<file path="config.mk">
export PLATFORM = sky130hd
export DESIGN_NAME = ram_access_ctrl
export DESIGN_NICKNAME = d
export VERILOG_FILES = /design/src/rtl/ram_access_ctrl.sv
export SDC_FILE = /design/constraint.sdc
export NUM_CORES = 1
export LEC_CHECK = 0
export ABC_AREA = 1
export CAP_MARGIN = 10
export CELL_PAD_IN_SITES_DETAIL_PLACEMENT = 0
export CELL_PAD_IN_SITES_GLOBAL_PLACEMENT = 1
export CORE_ASPECT_RATIO = 0.8
export CORE_MARGIN = 2
export CORE_UTILIZATION = 33
export DETAILED_ROUTE_END_ITERATION = 7
export GPL_TIMING_DRIVEN = 0
export PLACE_DENSITY = 0.91
export SYNTH_ARGS = -nofsm -noshare
export SYNTH_HDL_FRONTEND = slang
export SYNTH_SLANG_ARGS = --single-unit
</file>
<file path="constraint.sdc">
create_clock -name clk -period 2.7 [get_ports clk]
set_clock_uncertainty 0.2 [all_clocks]
set_input_delay 0.27 -clock clk [delete_from_list [all_inputs] [get_ports clk]]
set_output_delay 0.27 -clock clk [all_outputs]
set_load 0.02 [all_outputs]
</file>
<file path="src/rtl/ram_access_ctrl.sv">
// ============================================================================
// Module      : ram_access_ctrl
// Description : Load/store initiator for a word-wide RAM without byte enables.
//               Sub-word stores use read-modify-write; loads are extended.
//               Optional macro RAM_ACCESS_BOUNDS_CHECK_EN rejects addresses
//               beyond the RAM instead of letting them alias.
// Revision    : 1.0 - initial release
// ============================================================================
`default_nettype none

module ram_access_ctrl #(
    parameter int WIDTH      = 32,
    parameter int ADDR_WIDTH = 10
) (
    input  logic                  clk,
    input  logic                  reset_n,
    input  logic                  req_valid,
    output logic                  req_ready,
    input  logic                  req_write,
    input  logic [1:0]            req_size,
    input  logic                  req_signed,
    input  logic [31:0]           req_addr,
    input  logic [WIDTH-1:0]      req_wdata,
    output logic                  rsp_valid,
    input  logic                  rsp_ready,
    output logic [WIDTH-1:0]      rsp_rdata,
    output logic                  rsp_err,
    output logic                  ram_write,
    output logic [ADDR_WIDTH-1:0] ram_addr,
    output logic [WIDTH-1:0]      ram_inData,
    input  logic [WIDTH-1:0]      ram_outData
);

    localparam logic [1:0] C_SIZE_BYTE = 2'b00;
    localparam logic [1:0] C_SIZE_HALF = 2'b01;
    localparam logic [1:0] C_SIZE_WORD = 2'b10;

    typedef enum logic [1:0] {
        S_IDLE     = 2'd0,
        S_ACCESS   = 2'd1,
        S_MERGE_WR = 2'd2,
        S_RESP     = 2'd3
    } state_t;

    state_t                r_state;
    state_t                w_state_next;

    logic                  r_write;
    logic [1:0]            r_size;
    logic                  r_signed;
    logic [1:0]            r_lane;
    logic [15:0]           r_wdata_lo;
    logic                  r_err;
    logic [WIDTH-1:0]      r_rdata;
    logic [ADDR_WIDTH-1:0] r_ram_addr;
    logic [WIDTH-1:0]      r_ram_indata;

    logic                  w_accept;
    logic                  w_misaligned;
    logic                  w_oob;
    logic                  w_req_err;
    logic                  w_subword_store;
    logic [7:0]            w_byte;
    logic [15:0]           w_half;
    logic [WIDTH-1:0]      w_load_data;
    logic [WIDTH-1:0]      w_merged;

    assign w_accept        = req_valid && (r_state == S_IDLE);
    assign w_subword_store = r_write && (r_size != C_SIZE_WORD);

    always_comb begin
        w_misaligned = 1'b0;
        case (req_size)
            C_SIZE_BYTE: w_misaligned = 1'b0;
            C_SIZE_HALF: w_misaligned = req_addr[0];
            C_SIZE_WORD: w_misaligned = |req_addr[1:0];
            default:     w_misaligned = 1'b1;
        endcase
    end

`ifdef RAM_ACCESS_BOUNDS_CHECK_EN
    assign w_oob = |req_addr[31:ADDR_WIDTH+2];
`else
    // Upper address bits are intentionally dropped so accesses alias.
    logic w_unused_addr;
    assign w_unused_addr = &{1'b0, req_addr[31:ADDR_WIDTH+2]};
    assign w_oob         = 1'b0;
`endif

    assign w_req_err = w_misaligned | w_oob;

    always_comb begin
        w_state_next = r_state;
        case (r_state)
            S_IDLE: begin
                if (w_accept) begin
                    w_state_next = w_req_err ? S_RESP : S_ACCESS;
                end
            end
            S_ACCESS:   w_state_next = w_subword_store ? S_MERGE_WR : S_RESP;
            S_MERGE_WR: w_state_next = S_RESP;
            S_RESP: begin
                if (rsp_ready) begin
                    w_state_next = S_IDLE;
                end
            end
            default:    w_state_next = S_IDLE;
        endcase
    end

    always_ff @(posedge clk or negedge reset_n) begin
        if (!reset_n) begin
            r_state <= S_IDLE;
        end else begin
            r_state <= w_state_next;
        end
    end

    // Little-endian lane extraction and load extension.
    always_comb begin
        w_byte      = ram_outData[{r_lane, 3'b000} +: 8];
        w_half      = ram_outData[{r_lane[1], 4'b0000} +: 16];
        w_load_data = ram_outData;
        case (r_size)
            C_SIZE_BYTE: w_load_data = {{(WIDTH-8){r_signed & w_byte[7]}}, w_byte};
            C_SIZE_HALF: w_load_data = {{(WIDTH-16){r_signed & w_half[15]}}, w_half};
            default:     w_load_data = ram_outData;
        endcase
    end

    always_comb begin
        w_merged = ram_outData;
        if (r_size == C_SIZE_BYTE) begin
            w_merged[{r_lane, 3'b000} +: 8] = r_wdata_lo[7:0];
        end else begin
            w_merged[{r_lane[1], 4'b0000} +: 16] = r_wdata_lo;
        end
    end

    always_ff @(posedge clk or negedge reset_n) begin
        if (!reset_n) begin
            r_write      <= 1'b0;
            r_size       <= 2'b00;
            r_signed     <= 1'b0;
            r_lane       <= 2'b00;
            r_wdata_lo   <= '0;
            r_err        <= 1'b0;
            r_rdata      <= '0;
            r_ram_addr   <= '0;
            r_ram_indata <= '0;
        end else begin
            case (r_state)
                S_IDLE: begin
                    if (w_accept) begin
                        r_write    <= req_write;
                        r_size     <= req_size;
                        r_signed   <= req_signed;
                        r_lane     <= req_addr[1:0];
                        r_wdata_lo <= req_wdata[15:0];
                        r_err      <= w_req_err;
                        r_rdata    <= '0;
                        if (!w_req_err) begin
                            r_ram_addr <= req_addr[ADDR_WIDTH+1:2];
                            // Word stores write straight from ACCESS, so stage the data now.
                            if (req_write && (req_size == C_SIZE_WORD)) begin
                                r_ram_indata <= req_wdata;
                            end
                        end
                    end
                end
                S_ACCESS: begin
                    if (!r_write) begin
                        r_rdata <= w_load_data;
                    end else if (w_subword_store) begin
                        r_ram_indata <= w_merged;
                    end
                end
                S_RESP: begin
                    if (rsp_ready) begin
                        r_err   <= 1'b0;
                        r_rdata <= '0;
                    end
                end
                default: begin
                end
            endcase
        end
    end

    assign req_ready  = (r_state == S_IDLE);
    assign rsp_valid  = (r_state == S_RESP);
    assign rsp_err    = r_err;
    assign rsp_rdata  = r_rdata;
    assign ram_write  = ((r_state == S_ACCESS) && r_write && (r_size == C_SIZE_WORD))
                      || (r_state == S_MERGE_WR);
    assign ram_addr   = r_ram_addr;
    assign ram_inData = r_ram_indata;

endmodule

`default_nettype wire
</file>
==> results.ini, run 1 <==
[cells_and_area]
areaGrowthSynthToFinish_pct=35.9
final_layout_size_suffix_gt1_frac=0.0535
diodes=0
layout.nets=1249
regArea_sq_mm=0.00248
multi_input_area_sq_mm=0.00325
most-common-layout-cells=nand2_1 (493), clkdlybuf4s50_1 (159), dfrtp_1 (99), nand3_1 (84), inv_1 (53)
final_common_cell=nand2_1
fillers=1914

[pwr]
power_per_cell_area_mw_per_mm2=1190
vdd_drop_max_mv=0.431
leakagePower_nw=4.32

[placement]
place.gp.congestion=0.987
pre_cts_ws_ps=142
dpl.hpwl_mm=17.6
io_buffers=161

[floorplan]
die-area_sq_mm=0.0200
die_h_microns=127
io_pins=182
die_w_microns=158
initial_core_util=0.340
rows=44
core-area_sq_mm=0.0183

[yosys]
ys_seq_area_frac=0.398
netlist_area_sq_mm=0.00623
yosysWarnings=0
syn-num-nets=1076
synth_area_per_cell_sq_um=6.48
ys_seq_elements=99
synth_cell_types=27
syn_inst=962

[clock_tree]
cts_buffers=9
cts.root.buffer_cell=clkbuf_16
cts_tree=built
clock_latency_ps=360
h-tree-depth=3
postCtsSetupBuffers=0
clkTransAtPathRegs_ps=70
cts_num_sinks=99
clockBufferDepth=2

[route]
wl_per_cell_microns=16.2
via_per_inst=4.92
wl_mm=22.5
drtIter0Drc=590
vias=6851
firstDrtPassIters=5
drc=0
ant_nets=0

[timing]
whs_ps=261
relSlewSlack=0.553
fin_crit_sh=0.913
tightest_slew_ps=670
grt_setup_unrepaired=false
setup_viol_count_final=0
min_period_ps=2460
finalHoldViolations=0
maxSlewViolCount=0
max_freq_ghz=0.406
layout_setup_ws_ps=235

[setup_path]
path_max_fanout=10
crit_top_cell=nand2_1
crit_chain=inv_1 -> ha_1 -> buf_4 -> inv_2 -> nand2_1 -> and2_1 -> nand4_1 -> buf_2 -> nand2_1 -> nand2_1
startpoint_type=register
end_kind=register
crit_path_top_delay_cell=nand4_1
cp_slowest_stage_delay_ps=440
r2r_start=r_state[1]
critical_path_class=reg2reg
required_ps=2750
crit_start=r_state[1]
critPathArrivalTime_ps=2520

[hold_path]
min_from=req_addr[9]
hold_class=in2reg

[global_routing]
grt_pass1_vias=6427
grt_pass1_wl_mm=35.0
grt_overflow_total=0
grt_max_degree=53
antenna_found_initial=0
grt_use_total=0.228

[flow_run]
max_cap_violations=0

[run_status]
status=complete, no violations

## synth_stat cells
master	count	area [sq um]
a21oi_1	42	210
a22oi_1	1	7.51
and2_1	1	6.26
buf_1	3	11.3
buf_2	20	100
buf_4	5	37.5
buf_6	5	56.3
clkbuf_1	17	63.8
clkinv_1	2	7.51
dfrtp_1	99	2480
ha_1	10	125
inv_1	53	199
inv_2	5	18.8
inv_6	1	8.76
nand2_1	493	1850
nand2_2	2	12.5
nand2_4	2	22.5
nand3_1	84	420
nand3_4	1	17.5
nand4_1	10	62.6
nor2_1	45	169
nor2_2	2	12.5
nor2_8	1	20.0
o211ai_1	8	60.1
o21ai_0	41	205
o21ai_1	7	35.0
o31ai_1	2	15.0
## logic make-up after synthesis
kind of cell	synth area share
AOI/OAI and AO/OA	0.0855
and+or+nand+nor	0.416
DFF	0.398
adders and majority gates	0.0201
buffers and inverters	0.0807
## per-stage QoR
stage	instances	util	instance area, sq um	power [mW]	setup TNS [ps]
after detailed placement	1377	0.446	8190	8.80	0
after global placement	1376	0.445	8160	8.74	-265540
after global routing	1393	0.462	8470	10.9	0
after CTS	1394	0.462	8480	10.1	0
after floorplan	962	-	6230	6.48	0
final	1393	0.462	8470	10.1	0
## path summary, 6_finish.rpt
check / end / slack [ps] / depth (start not counted)
setup reg to reg: ram_inData[3] / 240 / 10
max in group asynchronous: ram_inData[0] / 1320 / 3
setup / recovery: ram_inData[3] / 240 / 10
min in group asynchronous: rsp_rdata[22] / 280 / 2
hold / removal: ram_addr[7] / 260 / 3
hold reg to reg: ram_addr[9] / 270 / 2
## registers in the layout (all words and copies together), names as in the netlist
register    flops
rsp_rdata      32
r_signed        1
r_state         2
r_wdata_lo     16
ram_inData     32
r_size          2
r_lane          2
rsp_err         1
r_write         1
ram_addr       10
## report_power, final
group	internal, mW	switching [mW]	leakage (nW)
sequential	2.08	0.446	1.27
clock	0.652	0.598	0.124
combinational	2.27	4.01	2.93
## worst max-delay path: cells and delay by family, from the launching register on
family | cells | cell delay, ps
flops | 1 | 410
fa+ha+maj | 1 | 150
buf+inv | 4 | 780
simple gates | 5 | 780
## routing by layer
metal  vias to the layer above  wire length (microns)  global-route usage
met4                         0                    344              0.0529
li1                       3361                      -                   -
met1                      3178                  10500               0.332
met5                         -                      0                   0
met2                       283                   9630               0.339
met3                        29                   2010              0.0594
## final cells by class
class,count,share of cell area
buffer,49,0.0313
timing repair buffer,163,0.194
clock buffer,11,0.0287
multi-input combinational,752,0.384
sequential,99,0.292
tap,253,0.0374
inverter,61,0.0276
clock inverter,5,0.00458
## repair_timing
| action | CTS | global route |
|---|---|---|
| hold endpoints to repair | 47 | 0 |
| gates resized for setup | 1 | 0 |
| hold buffers | 1 | 0 |
| endpoints found under the setup margin | 1 | 26 |
Power figures use the tool's default switching activity.
==> inputs of run 2 (changes only) <==
CORE_MARGIN = 10   (was 2)
==> run 2 against run 1 <==
Core utilization rose by 0.061 points. Critical path depth stayed put. Power is 0.82% higher. Count of clock-buffer cells in the layout shrank 2. Global-route usage fell by 3.9 points. Worst hold slack got worse by 7.6 ps. First-iteration DRC count up 3.4%. Sequential share of layout area about the same. Routed wire length increased by 6.5%. Via count is 0.47% lower.
==> results.ini, run 2 (same netlist as run 1, synthesis figures left out) <==
[run_status]
status=complete, no violations

[setup_path]
critical_path_class=reg2reg
crit_start=r_state[1]
r2r-end=ram_inData[5]
required_ps=2760
crit_chain=inv_1 -> ha_1 -> buf_4 -> inv_2 -> nand2_1 -> and2_1 -> nand4_1 -> buf_2 -> nand2_1 -> nand2_1
end_kind=register
r2r_start=r_state[1]
startpoint_type=register
r2r_cells=10
cp_top_family=simple AND/OR/NAND/NOR gates
ff2ff_setup_slack_ps=250
path_max_fanout=10
cp_slowest_stage_delay_ps=460
cp_num_cells=10
endpoint=ram_inData[5]
crit_top_cell=nand2_1
critPathArrivalTime_ps=2510
critPathBufInv=4
crit_path_top_delay_cell=nand4_1

[cells_and_area]
areaGrowthSynthToFinish_pct=36.1
layout.nets=1249
most-common-layout-cells=nand2_1 (493), clkdlybuf4s50_1 (159), dfrtp_1 (99), nand3_1 (84), inv_1 (53)
final_layout_size_suffix_gt1_frac=0.0544
fin_area_sq_mm=0.00848
final_common_cell=nand2_1
fillers=1953

[route]
firstDrtPassIters=5
wl_per_cell_microns=17.2
drc=0
via_per_inst=4.89
wl_mm=24.0
ant_nets=0
vias=6819
drtIter0Drc=610

[clock_tree]
clockBufferDepth=2
cts.root.buffer_cell=clkbuf_16
clock_latency_ps=360
cts_tree=built
cts_num_sinks=99
clkTransAtPathRegs_ps=80
h-tree-depth=3
cts_buffers=9

[timing]
fin_setup_tns_ps=0
setup_viol_count_final=0
fin_crit_sh=0.909
tightest_slew_ps=689
max_freq_ghz=0.408
relSlewSlack=0.541
maxSlewViolCount=0
min_period_ps=2450
layout_setup_ws_ps=246
finalHoldViolations=0
grt_setup_unrepaired=false

[global_routing]
grt_pass1_wl_mm=37.3
antenna_found_initial=1
grt_use_total=0.190
grt_pass1_vias=6606
grt_overflow_total=0
grt_max_degree=52

[floorplan]
die_w_microns=174
io_pins=182
die-area_sq_mm=0.0248
die_h_microns=143
initial_core_util=0.340
rows=44
core-area_sq_mm=0.0183

[placement]
io_buffers=161
place_area_sq_mm=0.00819
pre_cts_ws_ps=58.8
dpl.hpwl_mm=18.9
place.gp.congestion=0.961

[pwr]
power_mw=10.1
leakagePower_nw=4.34
vdd_drop_max_mv=0.505
power_per_cell_area_mw_per_mm2=1200

[hold_path]
hold_class=in2reg

[flow_run]
max_cap_violations=0

[run 2: cell types whose count changed in the layout (fill, tap and decap cells not counted), sizes merged]
cell,delta
clkbuf,-2
clkinv,+2
clkinvlp,-2
diode,+1
dlygate4sd2,-1
dlymetal6s2s,+1
inv,+2
[run 2: worst min-delay path by stage]
stage / start / to / slack, ps / cells past startpoint
2_1_floorplan: reset_n / r_lane[0] / -230 / 0
3_3_place_gp: ram_addr[3] / ram_addr[3] / 250 / 2
3_5_place_dp: reset_n / rsp_rdata[21] / 140 / 1
4_1_cts: req_addr[9] / ram_addr[7] / 240 / 3
5_1_grt: req_addr[9] / ram_addr[7] / 250 / 3
6_report: req_addr[9] / ram_addr[7] / 250 / 3
[run 2: power by group]
group | internal, mW | leakage, nW | switching (mW) | total (mW)
clock | 0.640 | 0.134 | 0.635 | 1.28
sequential | 2.08 | 1.27 | 0.432 | 2.51
combinational | 2.28 | 2.94 | 4.08 | 6.36
total | 5.00 | 4.34 | 5.15 | 10.1
[run 2: worst reg2reg max path: stages, from the launching register on]
cell and delay, ps:
dfrtp_1 420, inv_1 110, ha_1 150, buf_4 160, inv_2 110, nand2_1 70, and2_1 130, nand4_1 460
buf_2 400, nand2_1 90, nand2_1 50
[run 2: what timing repair did]
item / CTS / global route
hold buffers: 1 / 0
endpoints found under the hold margin: 48 / 0
resized for setup: 0 / 1
setup buffers: 0 / 0
setup endpoints to repair: 0 / 29
[run 2: area by class of cell]
class | count | area, sq um | area share
multi-input combinational | 752 | 3250 | 0.383
sequential | 99 | 2480 | 0.292
timing repair buffer | 163 | 1650 | 0.194
tap | 253 | 317 | 0.0373
buffer | 49 | 265 | 0.0313
inverter | 61 | 234 | 0.0276
clock buffer | 9 | 225 | 0.0265
clock inverter | 7 | 61.3 | 0.00723
antenna | 1 | 2.50 | 0.000295
[run 2: stage by stage]
stage / util / hold slack, ps / cells
2_1_floorplan: - / -226 / 962
3_5_place_dp: 0.446 / 142 / 1377
3_3_place_gp: 0.445 / 253 / 1376
6_report: 0.463 / 254 / 1394
5_1_grt: 0.463 / 255 / 1393
4_1_cts: 0.463 / 243 / 1394
[run 2: per-layer routing]
metal	global-route usage	vias to the layer above	wire length [microns]
met5	0	-	0
met4	0.0494	0	346
met3	0.0643	21	2320
met2	0.279	271	10200
met1	0.261	3149	11200
li1	-	3378	-
==> inputs of run 3 (changes only) <==
REMOVE_ABC_BUFFERS = 1   (was unset)
==> run 3 against run 2 <==
Worst hold slack improved by 2.3 ps. Core utilization down 0.11 points. First-iteration DRC count shrank 15%.
==> results.ini, run 3 (same netlist as run 1, synthesis figures left out) <==
[run_status]
status=complete, no violations

[timing]
fin_crit_sh=0.940
fin_setup_tns_ps=0
grt_setup_unrepaired=false
relSlewSlack=0.547
max_freq_ghz=0.394
finalHoldViolations=0
maxSlewViolCount=0
tightest_slew_ps=680
layout_setup_ws_ps=162
min_period_ps=2540
setup_viol_count_final=0

[global_routing]
grt_overflow_total=0
grt_max_degree=59
grt_pass1_vias=6272
grt_use_total=0.177
grt_pass1_wl_mm=35.2
antenna_found_initial=4

[pwr]
power_mw=10.1
power_per_cell_area_mw_per_mm2=1200
vdd_drop_max_mv=0.763
leakagePower_nw=4.25

[setup_path]
r2r_cells=11
endpoint=ram_inData[23]
startpoint_type=register
ff2ff_setup_slack_ps=160
path_max_fanout=44
r2r_start=r_lane[1]
critical_path_class=reg2reg
required_ps=2800
crit_start=r_lane[1]
critPathArrivalTime_ps=2640
r2r-end=ram_inData[23]
end_kind=register

[cells_and_area]
final_common_cell=nand2_1
layout.nets=1210
most-common-layout-cells=nand2_1 (491), clkdlybuf4s50_1 (159), dfrtp_1 (97), nand3_1 (83), inv_1 (51)
areaGrowthSynthToFinish_pct=35.8
multi_input_area_sq_mm=0.00333
fillers=1868
regArea_sq_mm=0.00248
postLayoutCoreUtil=0.462
final_layout_size_suffix_gt1_frac=0.0509

[route]
ant_nets=0
via_per_inst=4.83
vias=6545
firstDrtPassIters=6
wl_per_cell_microns=16.5
wl_mm=22.4
drtIter0Drc=521
drc=0

[clock_tree]
cts_num_sinks=99
clkTransAtPathRegs_ps=80
clockBufferDepth=2
h-tree-depth=3
cts_tree=built
clock_latency_ps=360
cts.root.buffer_cell=clkbuf_16
cts_buffers=9

[floorplan]
core-area_sq_mm=0.0183
initial_core_util=0.340
io_pins=182
rows=44
die_h_microns=143
die_w_microns=174
die-area_sq_mm=0.0248

[placement]
dpl.hpwl_mm=16.4
place.gp.congestion=0.848
io_buffers=161
pre_cts_ws_ps=-789

[hold_path]
hold_class=in2reg

[flow_run]
max_cap_violations=0

[run 3: layer usage]
layer  up-vias  part of all wire  track usage  wire, microns
met1      3015              0.45        0.232          10200
met4         6            0.0084       0.0305            187
met2       203              0.43        0.270           9700
li1       3298                 -            -              -
met3        23              0.10       0.0722           2260
met5         -            0.0021            0             48
[run 3: metrics by stage]
step | hold WS (ps) | instance area, sq um | instances
final | 256 | 8460 | 1355
after global routing | 271 | 8460 | 1354
after CTS | 243 | 8370 | 1350
after detailed placement | 154 | 8000 | 1331
after global placement | 252 | 7890 | 1326
after floorplan | -226 | 5960 | 912
[run 3: final cells by class]
| type | instances | area share |
|---|---|---|
| Multi-Input combinational cell | 752 | 0.394 |
| Timing Repair inverter | 1 | 0.000887 |
| Antenna cell | 1 | 0.000296 |
| Sequential cell | 99 | 0.293 |
| Clock buffer | 9 | 0.0266 |
| Tap cell | 253 | 0.0374 |
| Inverter | 61 | 0.0302 |
| Timing Repair Buffer | 172 | 0.208 |
| Clock inverter | 7 | 0.00976 |
[run 3: what timing repair did]
| action | in CTS | in global routing |
|---|---|---|
| cloned | 0 | 1 |
| hold buffers | 1 | 0 |
| setup buffers | 2 | 3 |
| pin swaps | 1 | 0 |
| hold endpoints to repair | 47 | 0 |
| setup endpoints to repair | 75 | 62 |
| resized for setup | 15 | 14 |
[run 3: how the worst min path moves through the flow]
stage	from	endpoint	slack, ps	cells after the start
after floorplan	reset_n	r_lane[0]	-230	0
after global placement	ram_inData[18]	ram_inData[18]	250	2
after detailed placement	reset_n	rsp_rdata[22]	150	1
after CTS	req_addr[3]	ram_addr[1]	240	3
after global routing	req_wdata[14]	r_wdata_lo[14]	270	3
final	req_addr[3]	ram_addr[1]	260	3
[run 3: report_power, final]
part	internal [mW]	switching (mW)
sequential	2.09	0.555
clock	0.735	0.653
combinational	2.27	3.81
total	5.10	5.02
[run 3: worst max-delay path: stages, from the launching register on]
cell and delay (ps):
dfrtp_4 590, buf_12 260, inv_6 160, ha_4 320
inv_1 60, nor2_1 170, nand2_1 190, o21ai_0 190
nand2_1 120, nand2_1 80, nand2_1 40, nand2_1 60
